File: src/rtl/branch_resolve_if.sv
// branch_resolve_if
//   Request / comparator / response bundle for the branch resolution unit.
//   master : requester side (issues requests, provides the comparator result,
//            consumes responses)
//   slave  : branch_resolve side
//   Request  : req_valid, req_ready, req_kind, req_funct3, req_pc, rs1_val,
//              b_imm, j_imm, i_imm
//   Compare  : cmpop (funct3 to comparator), cmpmux_sel (0 = rs2_out), br_en
//   Response : resp_valid, resp_ready, resp_taken, resp_target, resp_link,
//              resp_misaligned, resp_illegal
interface branch_resolve_if;
  logic        req_valid;
  logic        req_ready;
  logic [1:0]  req_kind;
  logic [2:0]  req_funct3;
  logic [31:0] req_pc;
  logic [31:0] rs1_val;
  logic [31:0] b_imm;
  logic [31:0] j_imm;
  logic [31:0] i_imm;

  logic [2:0]  cmpop;
  logic        cmpmux_sel;
  logic        br_en;

  logic        resp_valid;
  logic        resp_ready;
  logic        resp_taken;
  logic [31:0] resp_target;
  logic [31:0] resp_link;
  logic        resp_misaligned;
  logic        resp_illegal;

  modport master (
    output req_valid, req_kind, req_funct3, req_pc, rs1_val, b_imm, j_imm, i_imm,
    input  req_ready,
    input  cmpop, cmpmux_sel,
    output br_en,
    input  resp_valid, resp_taken, resp_target, resp_link, resp_misaligned, resp_illegal,
    output resp_ready
  );

  modport slave (
    input  req_valid, req_kind, req_funct3, req_pc, rs1_val, b_imm, j_imm, i_imm,
    output req_ready,
    output cmpop, cmpmux_sel,
    input  br_en,
    output resp_valid, resp_taken, resp_target, resp_link, resp_misaligned, resp_illegal,
    input  resp_ready
  );
endinterface

File: src/rtl/branch_resolve.sv
// branch_resolve
//   Resolves one branch / jal / jalr request at a time through an
//   IDLE -> EVAL -> RESP sequence, then commits the target to the PC register
//   and counts taken redirects on the response handshake.
//   clk         : sole clock, rising edge
//   rst         : asynchronous, active-high reset
//   bus         : branch_resolve_if.slave (request, comparator, response)
//   pc_out      : committed PC register (RESET_PC after reset)
//   taken_count : committed taken redirects, wraps at 16 bits
module branch_resolve #(
  parameter logic [31:0] RESET_PC = 32'h0000_0060
) (
  input  logic             clk,
  input  logic             rst,
  branch_resolve_if.slave  bus,
  output logic [31:0]      pc_out,
  output logic [15:0]      taken_count
);

  typedef enum logic [1:0] {
    S_IDLE,
    S_EVAL,
    S_RESP
  } state_t;

  localparam logic [1:0] KIND_BRANCH = 2'b00;
  localparam logic [1:0] KIND_JAL    = 2'b01;
  localparam logic [1:0] KIND_JALR   = 2'b10;
  localparam logic [2:0] F3_BEQ      = 3'b000;

  state_t      r_state;
  state_t      w_next;

  logic [1:0]  r_kind;
  logic [2:0]  r_funct3;
  logic [31:0] r_req_pc;
  logic [31:0] r_rs1;
  logic [31:0] r_bimm;
  logic [31:0] r_jimm;
  logic [31:0] r_iimm;

  logic        r_taken;
  logic [31:0] r_target;
  logic [31:0] r_link;
  logic        r_mis;
  logic        r_ill;

  logic [31:0] r_pc;
  logic [15:0] r_cnt;

  logic        w_req_ready;
  logic        w_resp_valid;
  logic [2:0]  w_cmpop;
  logic        w_accept;
  logic        w_resp_hs;

  logic        w_taken;
  logic [31:0] w_target;
  logic [31:0] w_link;
  logic        w_mis;
  logic        w_ill;

  // ---------------- FSM ----------------
  always_ff @(posedge clk or posedge rst) begin
    if (rst) r_state <= S_IDLE;
    else     r_state <= w_next;
  end

  always_comb begin
    w_next       = r_state;
    w_req_ready  = 1'b0;
    w_resp_valid = 1'b0;
    w_cmpop      = F3_BEQ;
    case (r_state)
      S_IDLE: begin
        w_req_ready = 1'b1;
        if (bus.req_valid) w_next = S_EVAL;
      end
      S_EVAL: begin
        w_cmpop = r_funct3;
        w_next  = S_RESP;
      end
      S_RESP: begin
        w_resp_valid = 1'b1;
        if (bus.resp_ready) w_next = S_IDLE;
      end
      default: w_next = S_IDLE;
    endcase
  end

  assign w_accept  = bus.req_valid && w_req_ready;
  assign w_resp_hs = w_resp_valid && bus.resp_ready;

  // ---------------- request capture ----------------
  always_ff @(posedge clk or posedge rst) begin
    if (rst) begin
      r_kind   <= '0;
      r_funct3 <= '0;
      r_req_pc <= '0;
      r_rs1    <= '0;
      r_bimm   <= '0;
      r_jimm   <= '0;
      r_iimm   <= '0;
    end else if (w_accept) begin
      r_kind   <= bus.req_kind;
      r_funct3 <= bus.req_funct3;
      r_req_pc <= bus.req_pc;
      r_rs1    <= bus.rs1_val;
      r_bimm   <= bus.b_imm;
      r_jimm   <= bus.j_imm;
      r_iimm   <= bus.i_imm;
    end
  end

  // ---------------- resolution (valid during EVAL) ----------------
  always_comb begin
    w_link   = r_req_pc + 32'd4;
    w_taken  = 1'b0;
    w_target = w_link;
    w_ill    = 1'b0;
    case (r_kind)
      KIND_BRANCH: begin
        if (r_funct3 == 3'b010 || r_funct3 == 3'b011) begin
          w_ill = 1'b1;
        end else if (bus.br_en) begin
          w_taken  = 1'b1;
          w_target = r_req_pc + r_bimm;
        end
      end
      KIND_JAL: begin
        w_taken  = 1'b1;
        w_target = r_req_pc + r_jimm;
      end
      KIND_JALR: begin
        w_taken  = 1'b1;
        w_target = (r_rs1 + r_iimm) & ~32'h1;
      end
      default: w_ill = 1'b1;
    endcase
    w_mis = w_taken && (w_target[1:0] != 2'b00);
  end

  // Result registers load on the EVAL->RESP edge, which is also where br_en
  // is sampled; they then hold until the next evaluation.
  always_ff @(posedge clk or posedge rst) begin
    if (rst) begin
      r_taken  <= 1'b0;
      r_target <= '0;
      r_link   <= '0;
      r_mis    <= 1'b0;
      r_ill    <= 1'b0;
    end else if (r_state == S_EVAL) begin
      r_taken  <= w_taken;
      r_target <= w_target;
      r_link   <= w_link;
      r_mis    <= w_mis;
      r_ill    <= w_ill;
    end
  end

  // ---------------- commit ----------------
  always_ff @(posedge clk or posedge rst) begin
    if (rst) begin
      r_pc  <= RESET_PC;
      r_cnt <= '0;
    end else if (w_resp_hs && !r_mis && !r_ill) begin
      r_pc <= r_target;
      if (r_taken) r_cnt <= r_cnt + 16'd1;
    end
  end

  // ---------------- outputs ----------------
  assign bus.req_ready       = w_req_ready;
  assign bus.resp_valid      = w_resp_valid;
  assign bus.cmpop           = w_cmpop;
  assign bus.cmpmux_sel      = 1'b0;  // rs2_out
  assign bus.resp_taken      = r_taken;
  assign bus.resp_target     = r_target;
  assign bus.resp_link       = r_link;
  assign bus.resp_misaligned = r_mis;
  assign bus.resp_illegal    = r_ill;
  assign pc_out              = r_pc;
  assign taken_count         = r_cnt;

endmodule

File: src/flat_wrapper.sv
// flat-port wrapper written by rule: the top's interface ports become plain ports
module branch_resolve_flat 
#(
  parameter logic [31:0] RESET_PC = 32'h0000_0060
)
  (clk, rst, pc_out, taken_count, bus_req_valid, bus_req_kind, bus_req_funct3, bus_req_pc, bus_rs1_val, bus_b_imm, bus_j_imm, bus_i_imm, bus_req_ready, bus_cmpop, bus_cmpmux_sel, bus_br_en, bus_resp_valid, bus_resp_taken, bus_resp_target, bus_resp_link, bus_resp_misaligned, bus_resp_illegal, bus_resp_ready);
  branch_resolve_if bus_i ();
  input  logic clk;
  input  logic rst;
  output logic [31:0] pc_out;
  output logic [15:0] taken_count;
  input wire logic [$bits(bus_i.req_valid)-1:0] bus_req_valid;
  input wire logic [$bits(bus_i.req_kind)-1:0] bus_req_kind;
  input wire logic [$bits(bus_i.req_funct3)-1:0] bus_req_funct3;
  input wire logic [$bits(bus_i.req_pc)-1:0] bus_req_pc;
  input wire logic [$bits(bus_i.rs1_val)-1:0] bus_rs1_val;
  input wire logic [$bits(bus_i.b_imm)-1:0] bus_b_imm;
  input wire logic [$bits(bus_i.j_imm)-1:0] bus_j_imm;
  input wire logic [$bits(bus_i.i_imm)-1:0] bus_i_imm;
  output wire logic [$bits(bus_i.req_ready)-1:0] bus_req_ready;
  output wire logic [$bits(bus_i.cmpop)-1:0] bus_cmpop;
  output wire logic [$bits(bus_i.cmpmux_sel)-1:0] bus_cmpmux_sel;
  input wire logic [$bits(bus_i.br_en)-1:0] bus_br_en;
  output wire logic [$bits(bus_i.resp_valid)-1:0] bus_resp_valid;
  output wire logic [$bits(bus_i.resp_taken)-1:0] bus_resp_taken;
  output wire logic [$bits(bus_i.resp_target)-1:0] bus_resp_target;
  output wire logic [$bits(bus_i.resp_link)-1:0] bus_resp_link;
  output wire logic [$bits(bus_i.resp_misaligned)-1:0] bus_resp_misaligned;
  output wire logic [$bits(bus_i.resp_illegal)-1:0] bus_resp_illegal;
  input wire logic [$bits(bus_i.resp_ready)-1:0] bus_resp_ready;
  assign bus_i.req_valid = bus_req_valid;
  assign bus_i.req_kind = bus_req_kind;
  assign bus_i.req_funct3 = bus_req_funct3;
  assign bus_i.req_pc = bus_req_pc;
  assign bus_i.rs1_val = bus_rs1_val;
  assign bus_i.b_imm = bus_b_imm;
  assign bus_i.j_imm = bus_j_imm;
  assign bus_i.i_imm = bus_i_imm;
  assign bus_req_ready = bus_i.req_ready;
  assign bus_cmpop = bus_i.cmpop;
  assign bus_cmpmux_sel = bus_i.cmpmux_sel;
  assign bus_i.br_en = bus_br_en;
  assign bus_resp_valid = bus_i.resp_valid;
  assign bus_resp_taken = bus_i.resp_taken;
  assign bus_resp_target = bus_i.resp_target;
  assign bus_resp_link = bus_i.resp_link;
  assign bus_resp_misaligned = bus_i.resp_misaligned;
  assign bus_resp_illegal = bus_i.resp_illegal;
  assign bus_i.resp_ready = bus_resp_ready;
  branch_resolve #(.RESET_PC(RESET_PC)) u_core (.clk(clk), .rst(rst), .bus(bus_i), .pc_out(pc_out), .taken_count(taken_count));
endmodule
File: config.mk
export PLATFORM = sky130hd
export DESIGN_NAME = branch_resolve_flat
export DESIGN_NICKNAME = d
export VERILOG_FILES = /design/src/rtl/branch_resolve_if.sv /design/src/rtl/branch_resolve.sv /design/src/flat_wrapper.sv
export SDC_FILE = /design/constraint.sdc
export NUM_CORES = 1
export LEC_CHECK = 0
export ABC_AREA = 1
export CAP_MARGIN = 40
export CELL_PAD_IN_SITES_DETAIL_PLACEMENT = 1
export CELL_PAD_IN_SITES_GLOBAL_PLACEMENT = 2
export CORE_MARGIN = 3
export CORE_UTILIZATION = 31
export CTS_BUF_LIST = sky130_fd_sc_hd__clkbuf_4 sky130_fd_sc_hd__clkbuf_8
export CTS_CLUSTER_DIAMETER = 40
export DETAILED_ROUTE_END_ITERATION = 6
export PLACE_DENSITY = 0.87
export SLEW_MARGIN = 0
export SYNTH_ARGS = -nofsm -noshare
export SYNTH_HDL_FRONTEND = slang
export SYNTH_SLANG_ARGS = --single-unit
File: constraint.sdc
create_clock -name clk -period 13.54 [get_ports clk]
set_input_delay 4.062 -clock clk [delete_from_list [all_inputs] [get_ports clk]]
set_output_delay 4.062 -clock clk [all_outputs]
set_load 0.03 [all_outputs]
==> impl_metrics.yaml <==
cells_and_area:
  stdcell_area_um2: 23440
  num-fill-cells: 7312
  synthToLayoutAreaGrowth_pct: 28.38
  layout.core_utilization_pct: 40.39
  finalNetCount: 3223
  layout-drive-gt1-share_pct: 5.305
  insertedDiodeCount: 0
  area.sequential_um2: 7059
  multi_input_area_um2: 10010
  instances_no_fill: 3762
min_path:
  hold_path_depth: 2
  min_path_type: "reg -> reg"
synthesis:
  yosysSeqAreaShare_pct: 38.67
  synth.distinct_cells: 53
  syn-instance-count: 2655
  synthesized_area_um2: 18260
  synth.ff_latch_count: 282
  post_synth_edffs: 0
  ys_dominant_reg_cell: "sky130_fd_sc_hd__dfrtp_1"
  synth_nets: 2926
  synthArstFlopShare_pct: 100.0
  number_of_warnings_reported_in_the_yosys_synthesis_log: 0
  syn_avg_cell_area_um2: 6.877
global_routing:
  vias_in_the_first_global_route: 20210
  grt_first_pass_wirelength_um: 117600
  number_of_antenna_violations_at_the_first_check_in_global_routing: 0
  pin_count_of_the_biggest_net_entering_global_routing: 103
  gr-total-overflow: 0
  grt_usage_pct: 24.17
place:
  place.detailed.instances: 3659
  post-dp-hpwl_um: 61580
  gp_routability_congestion: 0.9185
  pre_cts_ws_ns: 6.966
  placedInstanceArea_um2: 22080
  port-buffer-count: 289
worst_setup_path:
  startpoint_type: "flip-flop"
  timing_worst_setup_path_type: "reg -> out"
  setup.worst_path.end_class: "output pin"
  timing.critical_path.fanout_max: 58
  data_arrival_time_at_the_worst_slack_endpoint_ns: 2.64
  critPathRequiredTime_ns: 9.48
  timing.reg2reg.worst_path_depth: 17
floorplan:
  die_w_um: 248.7
  die_area_um2: 61840
  coreArea_um2: 58030
  design.portCount: 291
  die-height_um: 248.7
  row_count: 88
  initial_utilization_pct: 31.46
drt:
  drt-vias-per-instance: 5.036
  drt_first_iter_violations: 982
  wl_um: 76420
  num_vias: 18940
  drtPass1Iterations: 5
  drtAntennaViolNets: 0
  detail_routed_net_length_per_standard_cell_um: 20.31
  detail_route.drc_violations: 0
timing:
  final-setup-viol-count: 0
  rsz_0062_raised_after_global_routing: "false"
  holdWs_ns: 0.4768
  finalCritPeriodShare_pct: 49.50
  max_clock_freq_mhz: 149.2
  maxSlewViolCount: 0
  skew_ns: 0.02558
  final_period_minus_worst_setup_slack_ns: 6.702
  least_margin_pin_slew_ns: 0.8456
  fin_ws_ns: 6.838
  setup_tns_ns: 0
  tightest_slew_margin_relative_to_the_limit_pct: 43.62
  finalHoldViolations: 0
cts:
  cts_max_level: 2
  cts_sinks: 282
  ctsLongestPathBuffers: 3
  cts_setup_buffers: 0
  cts_tree: "yes"
  cts_root_buffer: "sky130_fd_sc_hd__clkbuf_8"
  cts.reportedPaths.clkPinSlew_ns: 0.06
  cts-hold-fix-buffers: 0
  clock_latency_ns: 0.66
  cts_buffer_count: 56
  cts_resized: 0
run_status:
  run_status: "completed"
pwr:
  total_leakage_power_nw: 11.84
  ir_worst_vdd_uv: 122.2
  fin_total_pwr_mw: 6.731
  pwr_density_cell_nw_per_um2: 287.2
job:
  cap_violations: 0
state kept, by name, indices dropped and copies added (netlist names):
name and flops:
u_core.r_kind 2, u_core.r_state 2, u_core.pc_out 32, u_core.r_rs1 32
u_core.r_iimm 32, u_core.bus.resp_link 32, u_core.r_funct3 3, u_core.r_bimm 32
u_core.taken_count 16, u_core.r_req_pc 32, u_core.bus.resp_taken 1, u_core.bus.resp_illegal 1
u_core.bus.resp_misaligned 1, u_core.bus.resp_target 32, u_core.r_jimm 32
layout make-up:
cell class | instances | share of cell area [%]
clock inverters | 23 | 1.431
flip-flops and latches | 282 | 30.12
inverters | 251 | 4.073
well taps | 765 | 4.084
clock buffers | 80 | 4.351
multi-input cells | 2056 | 42.72
repair buffers | 305 | 13.23
path summary, 6_finish.rpt:
| check | startpoint | end | slack [ns] |
|---|---|---|---|
| max | u_core.r_state[1] | bus_cmpop[2] | 6.84 |
| min | u_core.bus.resp_link[20] | u_core.bus.resp_link[20] | 0.48 |
| max reg2reg | u_core.r_req_pc[0] | u_core.bus.resp_target[30] | 10.29 |
| min reg2reg | u_core.bus.resp_link[20] | u_core.bus.resp_link[20] | 0.48 |
| max in group asynchronous | rst | u_core.r_iimm[27] | 7.92 |
| min in group asynchronous | rst | u_core.r_funct3[0] | 3.88 |
critical path, stage by stage, from the launching register on:
cell and delay [ns]:
sky130_fd_sc_hd__dfrtp_1 0.42, sky130_fd_sc_hd__nor2_4 0.11, sky130_fd_sc_hd__buf_4 0.51, sky130_fd_sc_hd__inv_2 0.13, sky130_fd_sc_hd__nor2_1 0.12, sky130_fd_sc_hd__clkdlybuf4s50_1 0.69
power by group:
| part | internal (mW) | switching (mW) |
|---|---|---|
| Clock | 0.625 | 0.408 |
| Combinational | 1.32 | 2.69 |
| Sequential | 1.22 | 0.466 |
| Total | 3.16 | 3.57 |
synthesized netlist by cell type (3+ instances only):
library cell               count  area, µm²
sky130_fd_sc_hd__buf_1        11      41.29
sky130_fd_sc_hd__nor3_1       33      165.2
sky130_fd_sc_hd__nand4_1      26      162.7
sky130_fd_sc_hd__o21bai_1     15      112.6
sky130_fd_sc_hd__o21ai_2       3      26.28
sky130_fd_sc_hd__a21oi_1     135      675.7
sky130_fd_sc_hd__ha_1         98       1226
sky130_fd_sc_hd__nand2_1    1100       4129
sky130_fd_sc_hd__clkbuf_1     48      180.2
sky130_fd_sc_hd__o221ai_1      6      52.55
sky130_fd_sc_hd__nand3_1     161      805.8
sky130_fd_sc_hd__o211ai_1      3      22.52
sky130_fd_sc_hd__fa_1          3      60.06
sky130_fd_sc_hd__dfrtp_1     280       7007
sky130_fd_sc_hd__inv_2         3      11.26
sky130_fd_sc_hd__o21a_1       11      82.58
sky130_fd_sc_hd__o21ai_0     144      720.7
sky130_fd_sc_hd__nor2_1      192      720.7
sky130_fd_sc_hd__inv_1       247      927.1
sky130_fd_sc_hd__xnor2_1       9      78.83
sky130_fd_sc_hd__nor2_4        6      67.56
sky130_fd_sc_hd__a21o_1       13      97.59
sky130_fd_sc_hd__nand3b_1     16      120.1
sky130_fd_sc_hd__buf_2         5      25.02
sky130_fd_sc_hd__xor2_1       29      254.0
sky130_fd_sc_hd__o22ai_1       9      56.30
sky130_fd_sc_hd__nor4_1        6      37.54
sky130_fd_sc_hd__or2_2         9      56.30
logic make-up (layout without fill, tap and decap cells):
family	Yosys count	count (layout)	share of synthesized area (%)
compound gates	350	350	10.60
simple gates	1566	1566	35.25
fa+ha+maj	101	101	7.045
other cells	1	1	0.02054
xor+xnor	38	38	1.823
flops	282	282	38.67
buf+inv	317	659	6.593
routing by layer:
layer	routed length [µm]	vias to the layer above	global-route usage, %
met1	34140	9240	31.14
met3	2845	128	2.918
met2	36610	451	41.75
met4	2832	0	8.588
met5	0	-	0
li1	-	9125	-
cells in the final DEF (no fill, tap or decap), types with 11 or more instances in the layout:
cell and count:
sky130_fd_sc_hd__o21a_1 11, sky130_fd_sc_hd__inv_1 246, sky130_fd_sc_hd__a21o_1 13, sky130_fd_sc_hd__xor2_1 29, sky130_fd_sc_hd__a21oi_1 135, sky130_fd_sc_hd__nand4_1 26, sky130_fd_sc_hd__nor2_1 191, sky130_fd_sc_hd__o21ai_0 144
sky130_fd_sc_hd__ha_1 98, sky130_fd_sc_hd__clkdlybuf4s50_1 289, sky130_fd_sc_hd__nand3_1 161, sky130_fd_sc_hd__clkbuf_4 13, sky130_fd_sc_hd__o21bai_1 15, sky130_fd_sc_hd__clkbuf_8 67, sky130_fd_sc_hd__nor3_1 33, sky130_fd_sc_hd__buf_4 11
sky130_fd_sc_hd__dfrtp_1 280, sky130_fd_sc_hd__nand2_1 1098, sky130_fd_sc_hd__nand3b_1 16
Power figures use the tool's default switching activity.
